<file path="src/rtl/l1_thresh_servo_sequencer.sv">
// Threshold servo: per scaler period, steps each channel's threshold toward the target band.
// No-change pass takes 2*NCHAN+1 cycles; wr/upd requests stay held until thresh_ack_i.
module l1_thresh_servo_sequencer #(
  parameter int                  NCHAN       = 48,
  parameter int                  THRESH_W    = 18,
  parameter int                  STEP        = 16,
  parameter int                  MIN_THRESH  = 0,
  parameter logic [THRESH_W-1:0] INIT_THRESH = THRESH_W'(4000)
) (
  input  logic                wb_clk_i,
  input  logic                wb_rst_n_i,
  input  logic                enable_i,
  input  logic                trig_count_done_i,
  input  logic [31:0]         target_rate_i,
  input  logic [15:0]         target_delta_i,
  output logic [5:0]          scal_idx_o,
  input  logic [31:0]         scal_dat_i,
  input  logic                host_wr_i,
  input  logic [5:0]          host_idx_i,
  input  logic [THRESH_W-1:0] host_dat_i,
  output logic [5:0]          thresh_idx_o,
  output logic [THRESH_W-1:0] thresh_dat_o,
  output logic                thresh_wr_o,
  output logic                thresh_upd_o,
  input  logic                thresh_ack_i,
  output logic                busy_o,
  output logic                pass_done_o,
  output logic                overrun_o,
  output logic [2:0]          state_o
);

  typedef enum logic [2:0] {
    S_IDLE   = 3'd0,
    S_WAIT   = 3'd1,
    S_READ   = 3'd2,
    S_CALC   = 3'd3,
    S_WRITE  = 3'd4,
    S_UPDATE = 3'd5,
    S_DONE   = 3'd6
  } state_t;

  localparam logic [5:0]        LAST_CH = 6'(NCHAN - 1);
  localparam logic [6:0]        NCHAN_L = 7'(NCHAN);
  localparam logic [THRESH_W:0] STEP_L  = (THRESH_W + 1)'(STEP);
  localparam logic [THRESH_W:0] MIN_L   = (THRESH_W + 1)'(MIN_THRESH);
  localparam logic [THRESH_W:0] MAX_L   = {1'b0, {THRESH_W{1'b1}}};

  state_t              state_q, state_d;
  logic [5:0]          ch_q, ch_d;
  logic                any_chg_q, any_chg_d;
  logic                overrun_q, overrun_d;
  logic [THRESH_W-1:0] shadow_q [NCHAN];

  logic                shadow_we;
  logic [5:0]          shadow_widx;
  logic [THRESH_W-1:0] shadow_wdat;
  logic                advance;
  logic                busy;

  logic [THRESH_W-1:0] cur_thr, new_thr, up_thr, dn_thr;
  logic [THRESH_W:0]   up_sum;
  logic [32:0]         hi_lim;
  logic [31:0]         lo_lim;

  assign cur_thr = shadow_q[ch_q];

  // Band limits are computed one bit wider / floored so extreme targets never wrap.
  assign hi_lim = {1'b0, target_rate_i} + {17'b0, target_delta_i};
  assign lo_lim = (target_rate_i > {16'b0, target_delta_i}) ?
                  (target_rate_i - {16'b0, target_delta_i}) : 32'd0;

  assign up_sum = {1'b0, cur_thr} + STEP_L;
  assign up_thr = (up_sum > MAX_L) ? MAX_L[THRESH_W-1:0] : up_sum[THRESH_W-1:0];
  assign dn_thr = ({1'b0, cur_thr} < (MIN_L + STEP_L)) ? MIN_L[THRESH_W-1:0] :
                  (cur_thr - STEP_L[THRESH_W-1:0]);

  always_comb begin
    new_thr = cur_thr;
    if ({1'b0, scal_dat_i} > hi_lim) begin
      new_thr = up_thr;
    end else if (scal_dat_i < lo_lim) begin
      new_thr = dn_thr;
    end
  end

  assign busy = (state_q != S_IDLE) && (state_q != S_WAIT);

  always_comb begin
    state_d     = state_q;
    ch_d        = ch_q;
    any_chg_d   = any_chg_q;
    overrun_d   = overrun_q;
    shadow_we   = 1'b0;
    shadow_widx = ch_q;
    shadow_wdat = new_thr;
    advance     = 1'b0;

    case (state_q)
      S_IDLE: begin
        if (host_wr_i && ({1'b0, host_idx_i} < NCHAN_L)) begin
          shadow_we   = 1'b1;
          shadow_widx = host_idx_i;
          shadow_wdat = host_dat_i;
        end
        if (enable_i) state_d = S_WAIT;
      end
      S_WAIT: begin
        if (!enable_i) begin
          state_d = S_IDLE;
        end else if (trig_count_done_i) begin
          state_d   = S_READ;
          ch_d      = 6'd0;
          any_chg_d = 1'b0;
        end
      end
      S_READ: state_d = S_CALC;
      S_CALC: begin
        if (new_thr != cur_thr) begin
          shadow_we = 1'b1;
          any_chg_d = 1'b1;
          state_d   = S_WRITE;
        end else begin
          advance = 1'b1;
        end
      end
      S_WRITE:  if (thresh_ack_i) advance = 1'b1;
      S_UPDATE: if (thresh_ack_i) state_d = S_DONE;
      S_DONE:   state_d = enable_i ? S_WAIT : S_IDLE;
      default:  state_d = S_IDLE;
    endcase

    if (advance) begin
      if (ch_q == LAST_CH) begin
        state_d = any_chg_q ? S_UPDATE : S_DONE;
      end else begin
        ch_d    = ch_q + 6'd1;
        state_d = S_READ;
      end
    end

    if (busy && trig_count_done_i) overrun_d = 1'b1;
    if (state_d == S_IDLE) overrun_d = 1'b0;
  end

  always_ff @(posedge wb_clk_i or negedge wb_rst_n_i) begin
    if (!wb_rst_n_i) begin
      state_q   <= S_IDLE;
      ch_q      <= 6'd0;
      any_chg_q <= 1'b0;
      overrun_q <= 1'b0;
    end else begin
      state_q   <= state_d;
      ch_q      <= ch_d;
      any_chg_q <= any_chg_d;
      overrun_q <= overrun_d;
    end
  end

  always_ff @(posedge wb_clk_i or negedge wb_rst_n_i) begin
    if (!wb_rst_n_i) begin
      for (int i = 0; i < NCHAN; i++) shadow_q[i] <= INIT_THRESH;
    end else if (shadow_we) begin
      shadow_q[shadow_widx] <= shadow_wdat;
    end
  end

  // The shadow entry already holds the new value while in WRITE.
  assign thresh_wr_o  = (state_q == S_WRITE);
  assign thresh_upd_o = (state_q == S_UPDATE);
  assign thresh_idx_o = thresh_wr_o ? ch_q : 6'd0;
  assign thresh_dat_o = thresh_wr_o ? cur_thr : '0;
  assign scal_idx_o   = ch_q;
  assign busy_o       = busy;
  assign pass_done_o  = (state_q == S_DONE);
  assign overrun_o    = overrun_q;
  assign state_o      = state_q;

endmodule

</file>
<file path="config.mk">
export PLATFORM = sky130hd
export DESIGN_NAME = l1_thresh_servo_sequencer
export DESIGN_NICKNAME = d
export VERILOG_FILES = /design/src/rtl/l1_thresh_servo_sequencer.sv
export SDC_FILE = /design/constraint.sdc
export NUM_CORES = 2
export LEC_CHECK = 0
export CORE_MARGIN = 10
export CORE_UTILIZATION = 56
export CTS_CLUSTER_DIAMETER = 40
export DETAILED_ROUTE_END_ITERATION = 7
export HOLD_SLACK_MARGIN = 0.1
export PLACE_DENSITY_LB_ADDON = 0.05
export SYNTH_ARGS = -nofsm -noshare
export SYNTH_HDL_FRONTEND = slang
export SYNTH_SLANG_ARGS = --single-unit
</file>
<file path="constraint.sdc">
create_clock -name wb_clk_i -period 4.7 [get_ports wb_clk_i]
set_input_delay 1.41 -clock wb_clk_i [delete_from_list [all_inputs] [get_ports wb_clk_i]]
set_output_delay 1.41 -clock wb_clk_i [all_outputs]
set_load 0.02 [all_outputs]
</file>
==> run metrics <==
Synth Warn # 0; number of synthesized flops with an enable pin 0; Final GP Congestion 0.9676; Mapped Cells 4317; failing checks setup timing; final setup fails 893; capturing point of the worst reg2reg path shadow_q[465]; row count 103; detailed placement HPWL 99460 µm; reg2reg start scal_idx_o[1]; CTS max path bufs 3; Power Dens Cells 683.2 mW/mm²; Req. time, crit path 5280 ps; Fillers 5416; maxcap violations 0; Hold Slack 460.9 ps; Multi-input gate area 0.02222 mm²; min-delay worst type reg -> reg; number of port buffers 147; Synth area leaders dfrtp_1 (33%), dfstp_2 (17%), mux4_2 (10%), nand2_1 (6.5%), o21ai_0 (4.3%); DRT iter0 DRCs 4494; CTS buffer count 113; CTS sink cnt 875; Post-Layout Cell Count 6022; fmax 163.0 MHz; GRT Resource Usage Total 32.40%; hold buffer count at CTS 0; main combinational cell family by area after synthesis compound AO/OA/AOI/OAI gates; Synth Area in Compound Gates 18.03%; async set-or-reset flop fraction in the synthesized netlist 100.0%; CORE AREA 0.07926 mm²; syn_nets 4528; Top FF cell, synth dfrtp_1; Worst slew margin 34.34%; Final Skew 44.16 ps; layout cells sized above 1 35.43%; Commonest cells post-synth nand2_1 (781), dfrtp_1 (587), o21ai_0 (390); top layer in use met5; CP Class in -> reg; r2r setup slk -700 ps; Mean Syn Cell Area 10.42 µm²; CP Max Fanout 9; register area 0.02227 mm²; wire per inst 26.53 µm; Yosys top cell area share 32.65%; setup ws final -1436 ps; Reg clk slew, reported paths 60 ps; Cell variety after synth 103; Area Overhead vs Synth 31.46%; DRC viols 0; initial antenna violation count 8; post-synthesis mux area share 11.88%; DIE HEIGHT 303.4 µm; Synth Register Bits 875; number of cells on the worst reg-to-reg path 18; Clk Latency, worst-skew pair 700 ps; Setup crit start kind primary input; Congestion Overflow GR 0; status complete, but fails checks; wire length on met1 63600 µm; final worst-path cycle share 130.6%; Synth Cell Area 0.04499 mm²; maximum vdd ir drop 0.5505 mV; CP endpoint kind register; Slew Limit Fails 0; vias in the first global route 37080; XOR/XNOR Fraction of Synth Area 1.226%; Die ar. 0.09208 mm²; ANT nets after route 0; Worst-Margin Slew 984.8 ps; First-pass DRT Iterations 5; Max H-tree Level 3; Vias/cell 6.359; Pleak 24.81 nW; Die X 303.4 µm; largest net degree at the start of global routing 88; area leader, netlist dfrtp_1; min-delay src shadow_q[153]; Ports 148; Post-layout nets 5076; Routed Wire Length 159800 µm; Synth Area in Adders 2.842%; count leader, synth nand2_1; sequential area share after synthesis 49.47%; Final Hold Fails 0; met2 WL 70350 µm; CTS tree done; Starting Density 56.77%; first-pass GRT wire length 228100 µm; RSZ-0062 raised after global routing true; Synth Area in Simple Gates 11.39%; worst hold path endpoint shadow_q[153]; Arr. time, crit path 6710 ps; Vias 38300; crit path time final 6136 ps; Design Power 0.04041 W; met3 wire len 17470 µm; WHS Path Cells 2; placed cells 5684; CTS root buf clkbuf_16
[worst max-delay path: stages]
cell and delay [ps]:
clkdlybuf4s50_1 500, ha_1 270, or3_1 360, or3_1 400
a211oi_4 280, buf_4 200, o21bai_4 70, xnor2_1 130
nand2_1 70, ha_1 310, a221oi_1 300, o21ai_1 110
a221o_1 300, nand2_1 80, nand3_2 110, nand4b_4 280
buf_6 170, buf_4 130, a32oi_2 190, o22ai_2 130
o21ai_4 250, o21ai_4 240, clkbuf_16 250, a31oi_1 170
[cells by family after synthesis]
logic type | Yosys count
XOR/XNOR | 63
multiplexers | 280
adder cells (fa/ha/maj) | 101
AO/OA/AOI/OAI | 1335
buffers and inverters | 464
AND/OR/NAND/NOR | 1199
flip-flops | 875
[registers in the layout, summed over array words and instances (netlist names)]
name / flops
scal_idx_o: 6
shadow_q: 864
overrun_o: 1
any_chg_q: 1
state_o: 3
[cells in the final DEF, fill, tap and decap left out, types with 16 or more instances in the layout]
cell type / instances
buf_4: 451
xor2_1: 27
xnor2_1: 35
and2_1: 19
nand2b_1: 16
a21oi_1: 153
o21ai_2: 30
nor2_2: 25
and3_1: 16
ha_4: 18
clkbuf_16: 135
clkinv_2: 16
a31oi_1: 47
o22ai_1: 25
dfrtp_1: 584
nand3_1: 35
buf_12: 136
dfstp_2: 288
nor2_4: 18
mux2i_1: 73
nand4_1: 21
inv_1: 69
nand2_1: 778
buf_6: 43
nor2_1: 141
mux4_2: 203
a22oi_1: 67
o211ai_2: 27
o21ai_0: 310
ha_1: 79
clkdlybuf4s50_1: 112
a21oi_2: 57
o21ai_1: 397
[worst max path at each step]
| stage | startpoint | end | cells after the start |
|---|---|---|---|
| final | target_rate_i[15] | shadow_q[709] | 24 |
| after global placement | target_delta_i[1] | shadow_q[663] | 29 |
| after global routing | target_delta_i[1] | shadow_q[88] | 31 |
| after CTS | target_rate_i[0] | shadow_q[465] | 34 |
| after floorplan | target_rate_i[24] | shadow_q[384] | 23 |
| after detailed placement | target_delta_i[1] | shadow_q[582] | 27 |
[per-layer routing]
metal  vias to the layer above  track usage, %
met5                         -               0
met4                         4           13.97
met1                     19150           45.40
li1                      16650               -
met2                      2048           48.43
met3                       451           7.098
[power breakdown]
group	leakage (nW)	switching, W	internal (W)
clock	2.00	0.00363	0.00564
sequential	10.9	0.00108	0.00972
combinational	11.9	0.0120	0.00834
total	24.8	0.0167	0.0237
[layout make-up]
| type | instances | area share [%] |
|---|---|---|
| Sequential cell | 875 | 37.65 |
| Multi-Input combinational cell | 2978 | 37.56 |
| Timing Repair Buffer | 811 | 14.99 |
| Clock buffer | 140 | 5.280 |
| Tap cell | 1050 | 2.221 |
| Clock inverter | 75 | 1.669 |
| Inverter | 86 | 0.5966 |
| Antenna cell | 7 | 0.02962 |
[per-stage QoR]
| step | setup WS, ps | TNS [ps] | cell area (µm²) | util (%) |
|---|---|---|---|---|
| 2_1_floorplan | -1485 | -1217230 | 46240 | - |
| 3_3_place_gp | -2557 | -2053120 | 52170 | 65.82 |
| 3_5_place_dp | -2636 | -2134700 | 52170 | 65.82 |
| 4_1_cts | -1391 | -1116520 | 57700 | 72.80 |
| 5_1_grt | -1636 | -1304830 | 59140 | 74.62 |
| 6_report | -1436 | -1130160 | 59150 | 74.62 |
[repair_timing]
item	in CTS	in global routing
pin swaps	74	85
endpoints found under the setup margin	893	897
endpoints found under the hold margin	0	0
setup buffers	46	39
cloned	16	29
resized for setup	197	226
Power figures use the tool's default switching activity.
